`src/rtl/ps2_kbd_pkg.sv`:
```
// Shared PS/2 set-2 constants, decoder state type and named key codes.
package ps2_kbd_pkg;

  localparam logic [7:0] PS2_EXT   = 8'hE0;
  localparam logic [7:0] PS2_BRK   = 8'hF0;
  localparam logic [7:0] PS2_PAUSE = 8'hE1;

  // Pause is E1 followed by seven more bytes that carry no key events.
  localparam int unsigned PAUSE_SKIP_LEN = 7;

  typedef enum logic [2:0] {
    ST_IDLE,
    ST_EXT,
    ST_BRK,
    ST_EXT_BRK,
    ST_SKIP
  } ps2_state_e;

  localparam logic [8:0] KC_W     = 9'h01D;
  localparam logic [8:0] KC_S     = 9'h01B;
  localparam logic [8:0] KC_UP    = 9'h175;
  localparam logic [8:0] KC_DOWN  = 9'h172;
  localparam logic [8:0] KC_SPACE = 9'h029;

  function automatic logic [8:0] make_code(input logic ext, input logic [7:0] code);
    return {ext, code};
  endfunction

endpackage

```
`src/rtl/ps2_scancode_decoder.sv`:
```
// Turns the PS/2 byte stream into make/break events; prefixes that stall
// longer than TIMEOUT cycles are abandoned.
module ps2_scancode_decoder
  import ps2_kbd_pkg::*;
#(
  parameter int TIMEOUT = 50_000
) (
  input  logic       clock,
  input  logic       reset,
  input  logic [7:0] rx_data,
  input  logic       rx_valid,
  input  logic       flush,
  output logic       evt_valid,
  output logic [8:0] evt_code,
  output logic       evt_break
);

  localparam int CW     = $clog2(TIMEOUT + 1);
  localparam int SKIP_W = $clog2(PAUSE_SKIP_LEN + 1);
  localparam logic [CW-1:0]     TIMEOUT_CNT = CW'(TIMEOUT);
  localparam logic [SKIP_W-1:0] SKIP_LOAD   = SKIP_W'(PAUSE_SKIP_LEN);

  ps2_state_e        r_state;
  ps2_state_e        w_state_eff;
  ps2_state_e        w_state_next;
  logic [CW-1:0]     r_idle_cnt;
  logic [SKIP_W-1:0] r_skip_cnt;
  logic [SKIP_W-1:0] w_skip_next;
  logic              w_expired;

  // A byte landing on the expiry cycle is decoded as if the prefix had already gone.
  assign w_expired   = (r_state != ST_IDLE) && (r_idle_cnt >= TIMEOUT_CNT);
  assign w_state_eff = w_expired ? ST_IDLE : r_state;

  always_comb begin
    // NOTE: every output of this block gets a default first so no path leaves
    // a value unassigned, which would otherwise infer a latch.
    w_state_next = w_state_eff;
    w_skip_next  = r_skip_cnt;
    evt_valid    = 1'b0;
    evt_code     = make_code(1'b0, rx_data);
    evt_break    = 1'b0;

    if (rx_valid && !flush) begin
      case (w_state_eff)
        ST_IDLE: begin
          if (rx_data == PS2_EXT) begin
            w_state_next = ST_EXT;
          end else if (rx_data == PS2_BRK) begin
            w_state_next = ST_BRK;
          end else if (rx_data == PS2_PAUSE) begin
            w_state_next = ST_SKIP;
            w_skip_next  = SKIP_LOAD;
          end else begin
            evt_valid = 1'b1;
          end
        end
        ST_EXT: begin
          if (rx_data == PS2_BRK) begin
            w_state_next = ST_EXT_BRK;
          end else if (rx_data != PS2_EXT) begin
            evt_valid    = 1'b1;
            evt_code     = make_code(1'b1, rx_data);
            w_state_next = ST_IDLE;
          end
        end
        ST_BRK: begin
          evt_valid    = 1'b1;
          evt_break    = 1'b1;
          w_state_next = ST_IDLE;
        end
        ST_EXT_BRK: begin
          evt_valid    = 1'b1;
          evt_break    = 1'b1;
          evt_code     = make_code(1'b1, rx_data);
          w_state_next = ST_IDLE;
        end
        ST_SKIP: begin
          w_skip_next = r_skip_cnt - SKIP_W'(1);
          if (r_skip_cnt <= SKIP_W'(1)) begin
            w_state_next = ST_IDLE;
          end
        end
        default: w_state_next = ST_IDLE;
      endcase
    end

    if (flush) begin
      w_state_next = ST_IDLE;
    end
  end

  always_ff @(posedge clock) begin
    // NOTE: state registers use non-blocking assignments so every flop samples
    // the pre-edge values regardless of statement order.
    if (reset) begin
      r_state    <= ST_IDLE;
      r_idle_cnt <= '0;
      r_skip_cnt <= '0;
    end else begin
      r_state    <= w_state_next;
      r_skip_cnt <= w_skip_next;
      if (rx_valid) begin
        r_idle_cnt <= '0;
      end else if (r_idle_cnt < TIMEOUT_CNT) begin
        r_idle_cnt <= r_idle_cnt + CW'(1);
      end
    end
  end

endmodule

```
`src/rtl/ps2_key_tracker.sv`:
```
// Tracks a parametrised table of PS/2 keys; each key is a held level or a
// one-cycle press pulse, updated the cycle after its completing byte.
module ps2_key_tracker
  import ps2_kbd_pkg::*;
#(
  parameter int                  N_KEYS     = 4,
  parameter logic [N_KEYS*9-1:0] KEY_CODES  = {KC_DOWN, KC_UP, KC_S, KC_W},
  parameter logic [N_KEYS-1:0]   PULSE_MASK = '0,
  parameter int                  TIMEOUT    = 50_000
) (
  input  logic              clock,
  input  logic              reset,
  input  logic [7:0]        rx_data,
  input  logic              rx_valid,
  input  logic              flush,
  output logic [N_KEYS-1:0] keys,
  output logic              any_held,
  output logic [8:0]        last_code,
  output logic              last_break
);

  logic              w_evt_valid;
  logic [8:0]        w_evt_code;
  logic              w_evt_break;
  logic [N_KEYS-1:0] w_match;
  logic [N_KEYS-1:0] w_held_next;
  logic [N_KEYS-1:0] r_held;
  logic [N_KEYS-1:0] r_keys;
  logic [8:0]        r_last_code;
  logic              r_last_break;

  ps2_scancode_decoder #(
    .TIMEOUT (TIMEOUT)
  ) u_decoder (
    .clock     (clock),
    .reset     (reset),
    .rx_data   (rx_data),
    .rx_valid  (rx_valid),
    .flush     (flush),
    .evt_valid (w_evt_valid),
    .evt_code  (w_evt_code),
    .evt_break (w_evt_break)
  );

  // Duplicate table entries all match, so every copy of a key follows the event.
  always_comb begin
    w_match = '0;
    for (int i = 0; i < N_KEYS; i++) begin
      w_match[i] = (KEY_CODES[9*i +: 9] == w_evt_code);
    end
    w_held_next = r_held;
    if (w_evt_valid) begin
      w_held_next = w_evt_break ? (r_held & ~w_match) : (r_held | w_match);
    end
  end

  always_ff @(posedge clock) begin
    if (reset) begin
      r_held       <= '0;
      r_keys       <= '0;
      r_last_code  <= '0;
      r_last_break <= 1'b0;
    end else if (flush) begin
      r_held <= '0;
      r_keys <= '0;
    end else begin
      r_held <= w_held_next;
      // Pulse keys fire only on a 0->1 of held, so typematic repeats stay quiet.
      r_keys <= (w_held_next & ~PULSE_MASK) | (w_held_next & ~r_held & PULSE_MASK);
      if (w_evt_valid) begin
        r_last_code  <= w_evt_code;
        r_last_break <= w_evt_break;
      end
    end
  end

  assign keys       = r_keys;
  assign any_held   = |r_held;
  assign last_code  = r_last_code;
  assign last_break = r_last_break;

endmodule
```
`config.mk`:
```
export PLATFORM = sky130hd
export DESIGN_NAME = ps2_key_tracker
export DESIGN_NICKNAME = d
export VERILOG_FILES = /design/src/rtl/ps2_kbd_pkg.sv /design/src/rtl/ps2_scancode_decoder.sv /design/src/rtl/ps2_key_tracker.sv
export SDC_FILE = /design/constraint.sdc
export NUM_CORES = 1
export LEC_CHECK = 0
export BUFFER_PORTS_ARGS = -buffer_cell sky130_fd_sc_hd__buf_4
export CELL_PAD_IN_SITES_DETAIL_PLACEMENT = 1
export CELL_PAD_IN_SITES_GLOBAL_PLACEMENT = 1
export CORE_ASPECT_RATIO = 0.7
export CORE_MARGIN = 1
export CORE_UTILIZATION = 45
export CTS_CLUSTER_DIAMETER = 150
export DETAILED_ROUTE_END_ITERATION = 10
export PLACE_DENSITY_LB_ADDON = 0.05
export REMOVE_ABC_BUFFERS = 1
export SETUP_SLACK_MARGIN = 0.02
export SYNTH_ARGS = -nofsm -noshare
export SYNTH_HDL_FRONTEND = slang
export SYNTH_SLANG_ARGS = --single-unit
```
`constraint.sdc`:
```
create_clock -name clock -period 5.3 [get_ports clock]
set_input_delay 0.795 -clock clock [delete_from_list [all_inputs] [get_ports clock]]
set_output_delay 0.795 -clock clock [all_outputs]
set_load 0.005 [all_outputs]
```
==> metrics <==
Final GP Congestion between 0.7 and 0.8; total power 0.500 mW; Rel. slew slack roughly 50%; Slew @ Worst Pin between 700 and 800 ps; DRT Pass-1 Iters 5; post-cts sizing count 0; startpoint types flop; register area share after synthesis a little under two fifths; Initial Util around half; Critical Path Max Stage Delay roughly 600 ps; Clock Latency Late Sink approximately 290 ps; Seq cells post-synth 36; Critical Path RT around 5500 ps; I/O Buffers 26; area leader, netlist dfxtp_1; Pleak roughly 0.76 nW; n_diodes 0; Setup Crit Path Kind flop to flop; FMAX roughly 400 MHz; Routed WL per cell around 16 um; drt total wl 5070 um; peak fanout along the critical path 14; vias per inst 5.77; clk slew on worst S/H paths 70 ps; Setup Total Neg Slack 0 ps; commonest non-fill, non-tap cell in the layout dfxtp_1; CP cell instances o211ai_1 > o21ai_2 > nand2_1 > a221oi_1 > mux2_2; RSZ-0062 raised after global routing no; Synth area leaders dfxtp_1 (37%), a21oi_1 (5.7%), xnor2_1 (4.5%), a2111oi_2 (3.9%), nand3_1 (3.9%); die width slightly above 80 um; period utilisation layout a little under half; First DRT Iteration DRCs 68; Post-Syn Instances 232; CTS root buffer clkbuf_8; Die Span Y roughly 57 um; initial antenna violation count 0; r2r startpoint u_decoder.r_idle_cnt[9]; Total GRT Usage between 20% and 30%; HP Class flop to flop; post-CTS setup buffers 0; largest net degree at the start of global routing 17; crit path launch u_decoder.r_idle_cnt[9]; HPWL Detailed 3750 um; pre-CTS setup slack 2780 ps; commonest non-fill, non-tap cells in the layout dfxtp_1 (36), buf_4 (27), a21oi_1 (22), nor2_1 (20), nand2_1 (17); residual antenna-violating net count after detailed routing 0; Post-synth ARST share 0%; design area 0.00224 mm^2; Yosys warnings 0; CTS tree built; CTS Buf Count 5; routed vias 1772; number of global-route vias before repair between 1.5k and 2k; area delta synth->final 15.4%; share of cells above drive strength 1 approximately 19%; Crit. End Element flop; IO Count 27; Final #Nets 270; filler cell count slightly below 500; Congestion Overflow GR 0; fin. max-slew vios 0; Residual DRC 0; hold_sp u_decoder.r_idle_cnt[15]; crit path setup slack, layout about 2800 ps; maxcap violations 0; Rows 19; total clock sinks 36; fin crit period roughly 2500 ps; status finished clean; H-tree depth reported by CTS 2; Critical Path AT 2680 ps; Syn Area/Cell around 8.4 um^2; clk_skew just over 9 ps; post-synth top area share between 30% and 40%; utilization after layout 55.7%; number of flops mapped to enable cells by yosys 0; Most used DFF post-synth dfxtp_1; Cell variety after synth 53; placed cell areas approximately 0.0022 mm^2; P per Cell Area 223 mW/mm^2; clock buffer depth 2; die area 0.00458 mm^2; first-pass GRT wire length ~8500 um; Core Area 0.00402 mm^2; CP max-delay cell o21ai_2; final setup vio count 0; mapped cell area between 0.0015 and 0.002 mm^2; Hold Vio Cnt, Final 0; Hold-fix buffers, CTS 0; worst vdd ir between 0.00015 and 0.0002 V
==> cell type report <==
| class | count | area, um^2 | share of cell area, % |
|---|---|---|---|
| multi-input combinational | 174 | 1130 | 50.5 |
| sequential | 36 | 721 | 32.2 |
| timing repair buffer | 27 | 203 | 9.06 |
| clock buffer | 6 | 72.6 | 3.24 |
| tap | 52 | 65.1 | 2.91 |
| inverter | 11 | 41.3 | 1.85 |
| clock inverter | 1 | 5.00 | 0.224 |
==> layer usage <==
metal,global-route usage (%),part of all wire [%]
met2,31.5,40
met1,40.2,56
met5,0,0
met3,5.53,3.8
met4,5.36,0.34
==> critical path: cells and delay by family (launching register included) <==
| family | cells | cell delay [ps] |
|---|---|---|
| flip-flops | 1 | 430 |
| AO/OA/AOI/OAI | 3 | 1250 |
| AND/OR/NAND/NOR | 1 | 350 |
| multiplexers | 1 | 380 |
==> Yosys cell counts, types with 2 or more instances <==
library cell / count
a2111oi_2: 5
a211oi_1: 3
a21boi_1: 2
a21oi_1: 22
a31o_2: 2
a31oi_1: 2
and2_1: 2
and3_1: 2
clkbuf_1: 7
dfxtp_1: 36
ha_1: 3
inv_1: 11
mux2i_1: 2
nand2_1: 17
nand2b_1: 2
nand3_1: 15
nand3b_1: 2
nor2_1: 20
nor2b_1: 3
nor3_1: 4
nor3b_1: 2
nor4_1: 3
o2111ai_1: 2
o211ai_1: 6
o21a_1: 5
o21ai_0: 11
o31a_1: 2
or2_2: 2
or4_1: 2
or4b_1: 2
xnor2_1: 10
xor2_1: 2
==> per-stage QoR <==
step / instances / hold WS, ps
floorplan: 221 / 434
global placement: 300 / 456
detailed placement: 300 / 467
CTS: 307 / 478
global route: 307 / 497
finish: 307 / 479
==> where the power goes <==
group	switching (mW)	internal, mW	leakage, nW	total [mW]
registers	0.00196	0.274	0.291	0.276
logic	0.0213	0.0171	0.427	0.0384
clock network	0.0959	0.0894	0.0410	0.185
total	0.119	0.380	0.759	0.500
==> cell families after synthesis <==
group,after synthesis,share of synthesized area [%]
compound gates,72,26.5
xor+xnor,12,5.42
fa+ha+maj,3,1.94
buf+inv,22,4.58
flops,36,37.2
mux,3,1.61
simple gates,84,22.8
==> final timing paths <==
path | to | slack (ps) | cells past startpoint
worst max register to register | u_decoder.r_skip_cnt[1] | 2790 | 5
worst min-delay path | u_decoder.r_idle_cnt[15] | 480 | 2
worst max-delay path | u_decoder.r_skip_cnt[1] | 2790 | 5
worst min register to register | u_decoder.r_idle_cnt[15] | 480 | 2
Power figures use the tool's default switching activity.
